===== src/rtl/stim_seq.sv =====
// Handshaked stimulus sequencer: emits num_vec LFSR-derived vectors over a
// valid/ready interface, then pulses done. WIDTH must be even and >= 22.
module stim_seq #(
  parameter int WIDTH = 32,
  parameter int CNT_W = 16
) (
  input  logic             clk,
  input  logic             rst_n,
  input  logic             start,
  input  logic             abort,
  input  logic [WIDTH-1:0] seed,
  input  logic [CNT_W-1:0] num_vec,
  input  logic             ready,
  output logic             valid,
  output logic [WIDTH-1:0] ye_o,
  output logic [WIDTH-1:0] f_o,
  output logic [3:0]       abcd_o,
  output logic [3:0]       zysd_o,
  output logic             busy,
  output logic             done,
  output logic [CNT_W-1:0] vec_cnt
);

  typedef enum logic [1:0] {
    IDLE = 2'd0,
    RUN  = 2'd1,
    DONE = 2'd2
  } state_t;

  state_t           state;
  logic [WIDTH-1:0] lfsr;
  logic [CNT_W-1:0] num_lat;

  logic             xfer;
  logic [WIDTH-1:0] lfsr_nxt;
  logic [WIDTH-1:0] seed_eff;
  logic [CNT_W-1:0] cnt_nxt;
  logic             last_xfer;

  function automatic logic [WIDTH-1:0] lfsr_step(input logic [WIDTH-1:0] v);
    return {v[WIDTH-2:0], v[WIDTH-1] ^ v[21] ^ v[1] ^ v[0]};
  endfunction

  function automatic logic [WIDTH-1:0] swap_halves(input logic [WIDTH-1:0] v);
    return {v[WIDTH/2-1:0], v[WIDTH-1:WIDTH/2]};
  endfunction

  // An all-zero seed would lock the LFSR, so it is replaced by 1.
  assign seed_eff  = (seed == '0) ? {{(WIDTH-1){1'b0}}, 1'b1} : seed;
  assign xfer      = (state == RUN) && valid && ready;
  assign lfsr_nxt  = lfsr_step(lfsr);
  assign cnt_nxt   = vec_cnt + 1'b1;
  assign last_xfer = xfer && (cnt_nxt == num_lat);

  always_ff @(posedge clk or negedge rst_n) begin
    if (!rst_n) begin
      state   <= IDLE;
      lfsr    <= '0;
      num_lat <= '0;
      vec_cnt <= '0;
      valid   <= 1'b0;
      busy    <= 1'b0;
      done    <= 1'b0;
      ye_o    <= '0;
      f_o     <= '0;
      abcd_o  <= '0;
      zysd_o  <= '0;
    end else begin
      case (state)
        IDLE: begin
          done <= 1'b0;
          if (start) begin
            vec_cnt <= '0;
            zysd_o  <= '0;
            if (num_vec != '0) begin
              state   <= RUN;
              lfsr    <= seed_eff;
              num_lat <= num_vec;
              valid   <= 1'b1;
              busy    <= 1'b1;
              ye_o    <= seed_eff;
              f_o     <= swap_halves(seed_eff);
              abcd_o  <= seed_eff[3:0];
            end else begin
              state <= DONE;
              done  <= 1'b1;
            end
          end
        end

        RUN: begin
          // A transfer is always counted, even when abort wins the state change.
          if (xfer) begin
            lfsr    <= lfsr_nxt;
            vec_cnt <= cnt_nxt;
            ye_o    <= lfsr_nxt;
            f_o     <= swap_halves(lfsr_nxt);
            abcd_o  <= lfsr_nxt[3:0];
            zysd_o  <= cnt_nxt[3:0];
          end
          if (abort) begin
            state <= IDLE;
            valid <= 1'b0;
            busy  <= 1'b0;
            done  <= 1'b0;
          end else if (last_xfer) begin
            state <= DONE;
            valid <= 1'b0;
            busy  <= 1'b0;
            done  <= 1'b1;
          end
        end

        DONE: begin
          state <= IDLE;
          done  <= 1'b0;
        end

        default: begin
          state <= IDLE;
          valid <= 1'b0;
          busy  <= 1'b0;
          done  <= 1'b0;
        end
      endcase
    end
  end

endmodule


===== config.mk =====
export PLATFORM = sky130hd
export DESIGN_NAME = stim_seq
export DESIGN_NICKNAME = d
export VERILOG_FILES = /design/src/rtl/stim_seq.sv
export SDC_FILE = /design/constraint.sdc
export NUM_CORES = 1
export LEC_CHECK = 0
export CAP_MARGIN = 20
export CORE_MARGIN = 3
export CORE_UTILIZATION = 41
export DETAILED_ROUTE_END_ITERATION = 7
export PLACE_DENSITY = 0.78
export SYNTH_ARGS = -nofsm -noshare
export SYNTH_HDL_FRONTEND = slang
export SYNTH_SLANG_ARGS = --single-unit

===== constraint.sdc =====
create_clock -name clk -period 2.38 [get_ports clk]
set_clock_uncertainty 0.15 [all_clocks]
set_input_delay 0.476 -clock clk [delete_from_list [all_inputs] [get_ports clk]]
set_output_delay 0.476 -clock clk [all_outputs]
set_load 0.01 [all_outputs]

# Word-level counts from Yosys, hierarchy flattened
# Index checks and enable logic that the tools add are counted.
# word_totals
register_bits,108
in_bits,53
out_inout_bits,91
# op_classes
addsub,1
n_eq_ne,7
n_mux,34
bitwise,4
n_reduce_logical,12
# ops
operator,n
2-to-1 mux 32 bit,7
case mux 32 bit (2 select lines),2
zero test 32 bit,1
2-to-1 mux 16 bit,2
case mux 16 bit (2 select lines),1
2-to-1 mux 4 bit,5
adder 16 x 1 -> 16 bit (second input constant),1
equality test 16 bit,1
case mux 4 bit (2 select lines),2
nonzero test 16 bit,1
2-to-1 mux 1 bit,8
2-to-1 mux 2 bit,4
AND reduction 4 bit,2
!= test 2 bit (second input constant),3
AND reduction 3 bit,2
case mux 2 bit (2 select lines),1
logical AND 1 bit,3
!= test 3 bit (second input constant),1
case mux 1 bit (3 select lines),1
bitwise XOR 1 bit,3
equality test 2 x 1 -> 1 bit (second input constant),1
equality test 2 bit (second input constant),1
zero test 2 bit,1
case mux 1 bit (2 select lines),1
3 further kinds,3

# Logic depth before layout (Yosys ltp)
# Gate-level depths: netlist of run 1.
# depth
depth_word,7
mapped_depth,9
ltp_nobuf,7

# Least setup slack after synthesis of run 1
# No wires, ideal clock.
# synth_timing
path_kind,register to register
startpoint,register zysd_o[0] (netlist name)
endpoint,register state[0]
arrival_time_ns,2.015
t_required_ns,2.097
path_slack_ns,0.082
path_stages_with_launch,8
n_path_buf,0
synth_period_minus_slack_ns,2.298
path_cell_list,dfrtp_1 -> ha_1 -> xor2_1 -> a2111oi_0 -> nand4_1 -> a2111oi_2 -> and4_1 -> o21ai_0
# synth_lines
element,line_no,source
to (signal assigned),57,state <= IDLE;
to (signal assigned),76,state <= RUN;
to (signal assigned),85,state <= DONE;
to (decl),30,state_t state;

==> out/results.txt, run 1 <==
The flow ran to the end, but the final reports show violations. The final reports fail on negative hold slack. After routing the design area is 0.005684 sq mm. For the starting density of the core, the log shows 42.41%.

The run gives 23.63% as the global routing usage on met1. The run gives 68 as the total number of clock tree sinks. The total number of H-tree levels was 3; the final core area utilization was 61.23%. Global routing consumed, over all layers together, 20.40% of the routing resources.

The logs give 0 for the max-slew violation count and 549.4 uV for the maximum vdd drop. The cell at the root of the clock tree is sky130_fd_sc_hd__clkbuf_8. The global routing stage identified its most utilized layer as met2. Of the total power, the share spent switching nets is 36.84%. The number of antenna violations at the first check in global routing is 0, and the final critical-path share of the clock period is 95.19%.

The tools report the cell count after synthesis as 421. Quantity of I/O buffers inserted on ports: 143. STA classifies the critical path endpoint as a flop. After the last flow step, the layout net total stands at 597. Entering global routing, the biggest net connects 69 pins.

The clock edge transition at the registers on the reported setup and hold paths came out at 0.07 ns. The final weighted congestion of routability-driven global placement is 0.9044. The tools report the cell row count as 35.

Cells with a size suffix above 1 make up 14.99% of the layout. For the pin with the worst max-slew slack, the measured transition is 0.4876 ns. For the relative max-transition margin, the log shows 67.24%. Primary flip-flop cell chosen by synthesis mapping: sky130_fd_sc_hd__dfrtp_1. The arrival time of data at the critical path endpoint was 2.34 ns; the average cell area after synthesis was 9.353 sq um. The area share of fa/ha/maj cells after synthesis came out at 0.3178%. The met2 usage is 36.26%, and the area share of and/or/nand/nor cells after synthesis is 16.40%. By count the netlist is led by 68 x sky130_fd_sc_hd__dfrtp_1, 44 x sky130_fd_sc_hd__nor2_1, 41 x sky130_fd_sc_hd__buf_4. The post-synthesis to final-layout area growth was 44.36%. The synthesized netlist contains 49 unique library cells.

Combinational logic burns 51.4% of the power. Dividing the detail-routed wire length by the instance count gives 16.78 microns. The remaining antenna violation count after routing was 0. The tools report the worst-skew pair later-pin latency as 0.34 ns. Detailed placement ended at an HPWL of 8426 microns. For the worst setup path, the data required time is 2.45 ns.

The final hold slack is -0.0002139 ns, and the number of top-level design ports is 144. In this run the cell area measured after placement is 0.005450 sq mm. sky130_fd_sc_hd__dfrtp_1 is the most common cell in the netlist.

TritonCTS built the clock tree. Per report_power, the sequential group accounts for 32.7% of the total. Counting the buffers created by CTS gives 9. Sorting the synthesized cells by area gives the leading types as sky130_fd_sc_hd__dfrtp_1 43%, sky130_fd_sc_hd__buf_4 7.8%, sky130_fd_sc_hd__a22oi_1 6.3%. The xor and xnor area share after synthesis was 4.449%. Based on the critical path, the design can be clocked at up to 441.4 MHz. The synthesized netlist devotes 19.26% of its cell area to compound gates. Max-cap violations in this run came to 0.

The clock network burns 15.9% of the power. The analysis attributes to cell leakage a power of 2.262 nW. After the first detailed-routing iteration, the DRC count stood at 167. The synthesized design devotes to its leading area cell type 43.22% of total area. The worst setup path is launched from a flop.

For this block, the routed nets add up to 11340 microns of wire. The synthesized netlist occupies a cell area of 0.003938 sq mm. The total number of yosys warnings is 0, and the total power density per cell area is 1131 mW/mm^2.

Along the worst path, the maximum fanout reaches 7. The first global-routing pass estimated 18160 microns of wire. In this run the horizontal extent of the chip is 104 microns.

In this run, synthesis inferred 0 flip-flops with an integrated enable. The main combinational cell family by area after synthesis is compound AO/OA/AOI/OAI gates. In this run the standard cell core region covers 0.009284 sq mm.

The logs give 3674 for the number of global-route vias before repair and 5 for the first-pass iteration count of the detailed router. The library cell with the largest summed area after synthesis was sky130_fd_sc_hd__dfrtp_1. Of all flip-flops after synthesis, the portion carrying an async set or reset was 100.0%. After clock tree synthesis, the setup repair step added 0 buffers. The number of antenna diodes in the final layout is 0. After detailed routing, the number of remaining DRC violations is 0. Setup violations remaining at the end of the flow were counted as 0.

Counting flops and latches in the post-synthesis netlist gives 68. The fraction of the yosys area taken by sequential cells was 43.22%; the total via count after detailed routing was 3690. Summed over all nets, the switching power comes to 2.367 mW.

Worst hold-check path type: primary input to asynchronous set/reset pin. The total count of hold-check failures in the final report was 1. The die is 104 microns tall. The worst setup path category was flop to flop.

After detailed routing, the number of vias per cell comes to 5.459. The tools report the met3 usage as 5.028%. Internal power comes to 4.059 mW.

The logs give 475 for the net count after synthesis and 2 for the maximum number of buffers from clock root to sink. The portion of synthesized area spent on multiplexers is 5.243%. For this run the aggregate overflow at the end of global routing stands at 0. The floorplan step defined a die boundary enclosing 0.01082 sq mm. The worst path in the final design needs a cycle of 2.266 ns, including I/O delays and setup.
## power by group through the flow
| stage | registers [mW] | clock network (mW) | logic (mW) |
|---|---|---|---|
| after global routing | 2.17 | 1.10 | 3.53 |
| after detailed placement | 2.12 | 0 | 3.29 |
| final | 2.10 | 1.02 | 3.30 |
| after global placement | 2.09 | 0 | 3.20 |
| after floorplan | 2.11 | 0 | 1.82 |
| after CTS | 2.10 | 1.04 | 3.32 |
## final cells by class
cell class	instances	area, sq um
Timing Repair Buffer	177	1759
Inverter	6	22.52
Tap cell	129	161.4
Multi-Input combinational cell	281	1832
Sequential cell	68	1704
Clock buffer	10	127.6
Clock inverter	5	77.57
Fill cell	783	3600
## what timing repair did
item,in CTS,in global routing
resized for setup,1,7
hold buffers,0,0
setup endpoints to repair,3,4
gates cloned,0,0
pin swaps,0,4
hold endpoints to repair,0,0
## worst paths after layout
kind / startpoint / end / slack (ns) / depth (start not counted)
max in group asynchronous: rst_n / zysd_o[2]$_DFFE_PN0P_ / 1.76 / 2
hold reg to reg: num_lat[15]$_DFFE_PN0P_ / num_lat[15]$_DFFE_PN0P_ / 0.38 / 1
setup / recovery: zysd_o[0]$_DFFE_PN0P_ / state[0]$_DFFE_PN0P_ / 0.11 / 7
hold / removal: rst_n / f_o[18]$_DFFE_PN0P_ / -0.0002 / 2
min in group clk: num_lat[15]$_DFFE_PN0P_ / num_lat[15]$_DFFE_PN0P_ / 0.38 / 1
setup reg to reg: zysd_o[0]$_DFFE_PN0P_ / state[0]$_DFFE_PN0P_ / 0.11 / 7
## cell families after synthesis
group                      after synthesis
AOI/OAI and AO/OA                      121
xor gates and xnor gates                20
adders and majority gates                1
buffers and inverters                   72
DFF                                     68
muxes                                   18
and+or+nand+nor                        121
## stage by stage
step	total power, mW	setup TNS [ns]	setup slack [ns]	cells
floorplan	3.928	0	0.08222	421
global placement	5.289	-7.221	-0.2720	661
detailed placement	5.407	-8.266	-0.2645	661
CTS	6.456	0	0.006735	676
global route	6.805	-0.03727	-0.02015	676
finish	6.426	0	0.1145	676
## metal layers
layer	vias up	part of all wire [%]	routed length, microns
met2	163	51	5822
met1	1776	40	4486
met5	-	0	0
met4	0	1.7	191
li1	1735	-	-
met3	16	7.4	843
## state kept, by name, indices dropped and copies added (netlist names)
signal	count
zysd_o	3
done	1
busy	1
lfsr	1
num_lat	16
vec_cnt	13
state	2
f_o	31
## cells in the final DEF (no fill, tap or decap), drive strengths merged, types with 13 or more instances in the layout
master	instances
nor4	13
o21ai	25
a21oi	41
buf	35
mux2	18
nand2	16
nor2	45
dfrtp	68
clkdlybuf4s50	141
a22oi	33
## worst max-delay path: stages, from the launching register on
cell and delay (ns):
sky130_fd_sc_hd__dfrtp_1 0.39, sky130_fd_sc_hd__ha_2 0.24, sky130_fd_sc_hd__and3_1 0.20, sky130_fd_sc_hd__a2111oi_2 0.34, sky130_fd_sc_hd__nand4_1 0.19, sky130_fd_sc_hd__a2111oi_4 0.26
sky130_fd_sc_hd__and4_1 0.29, sky130_fd_sc_hd__o21ai_0 0.08
Power figures use the tool's default switching activity.
==> inputs of run 2 (changes only) <==
--- a/config.mk
+++ b/config.mk
@@ -5,7 +5,6 @@
 export SDC_FILE = /design/constraint.sdc
 export NUM_CORES = 1
 export LEC_CHECK = 0
-export CAP_MARGIN = 20
 export CORE_MARGIN = 3
 export CORE_UTILIZATION = 41
 export DETAILED_ROUTE_END_ITERATION = 7
==> results of run 2 <==
Final layout, timing and power as in run 1 (identical DEF).
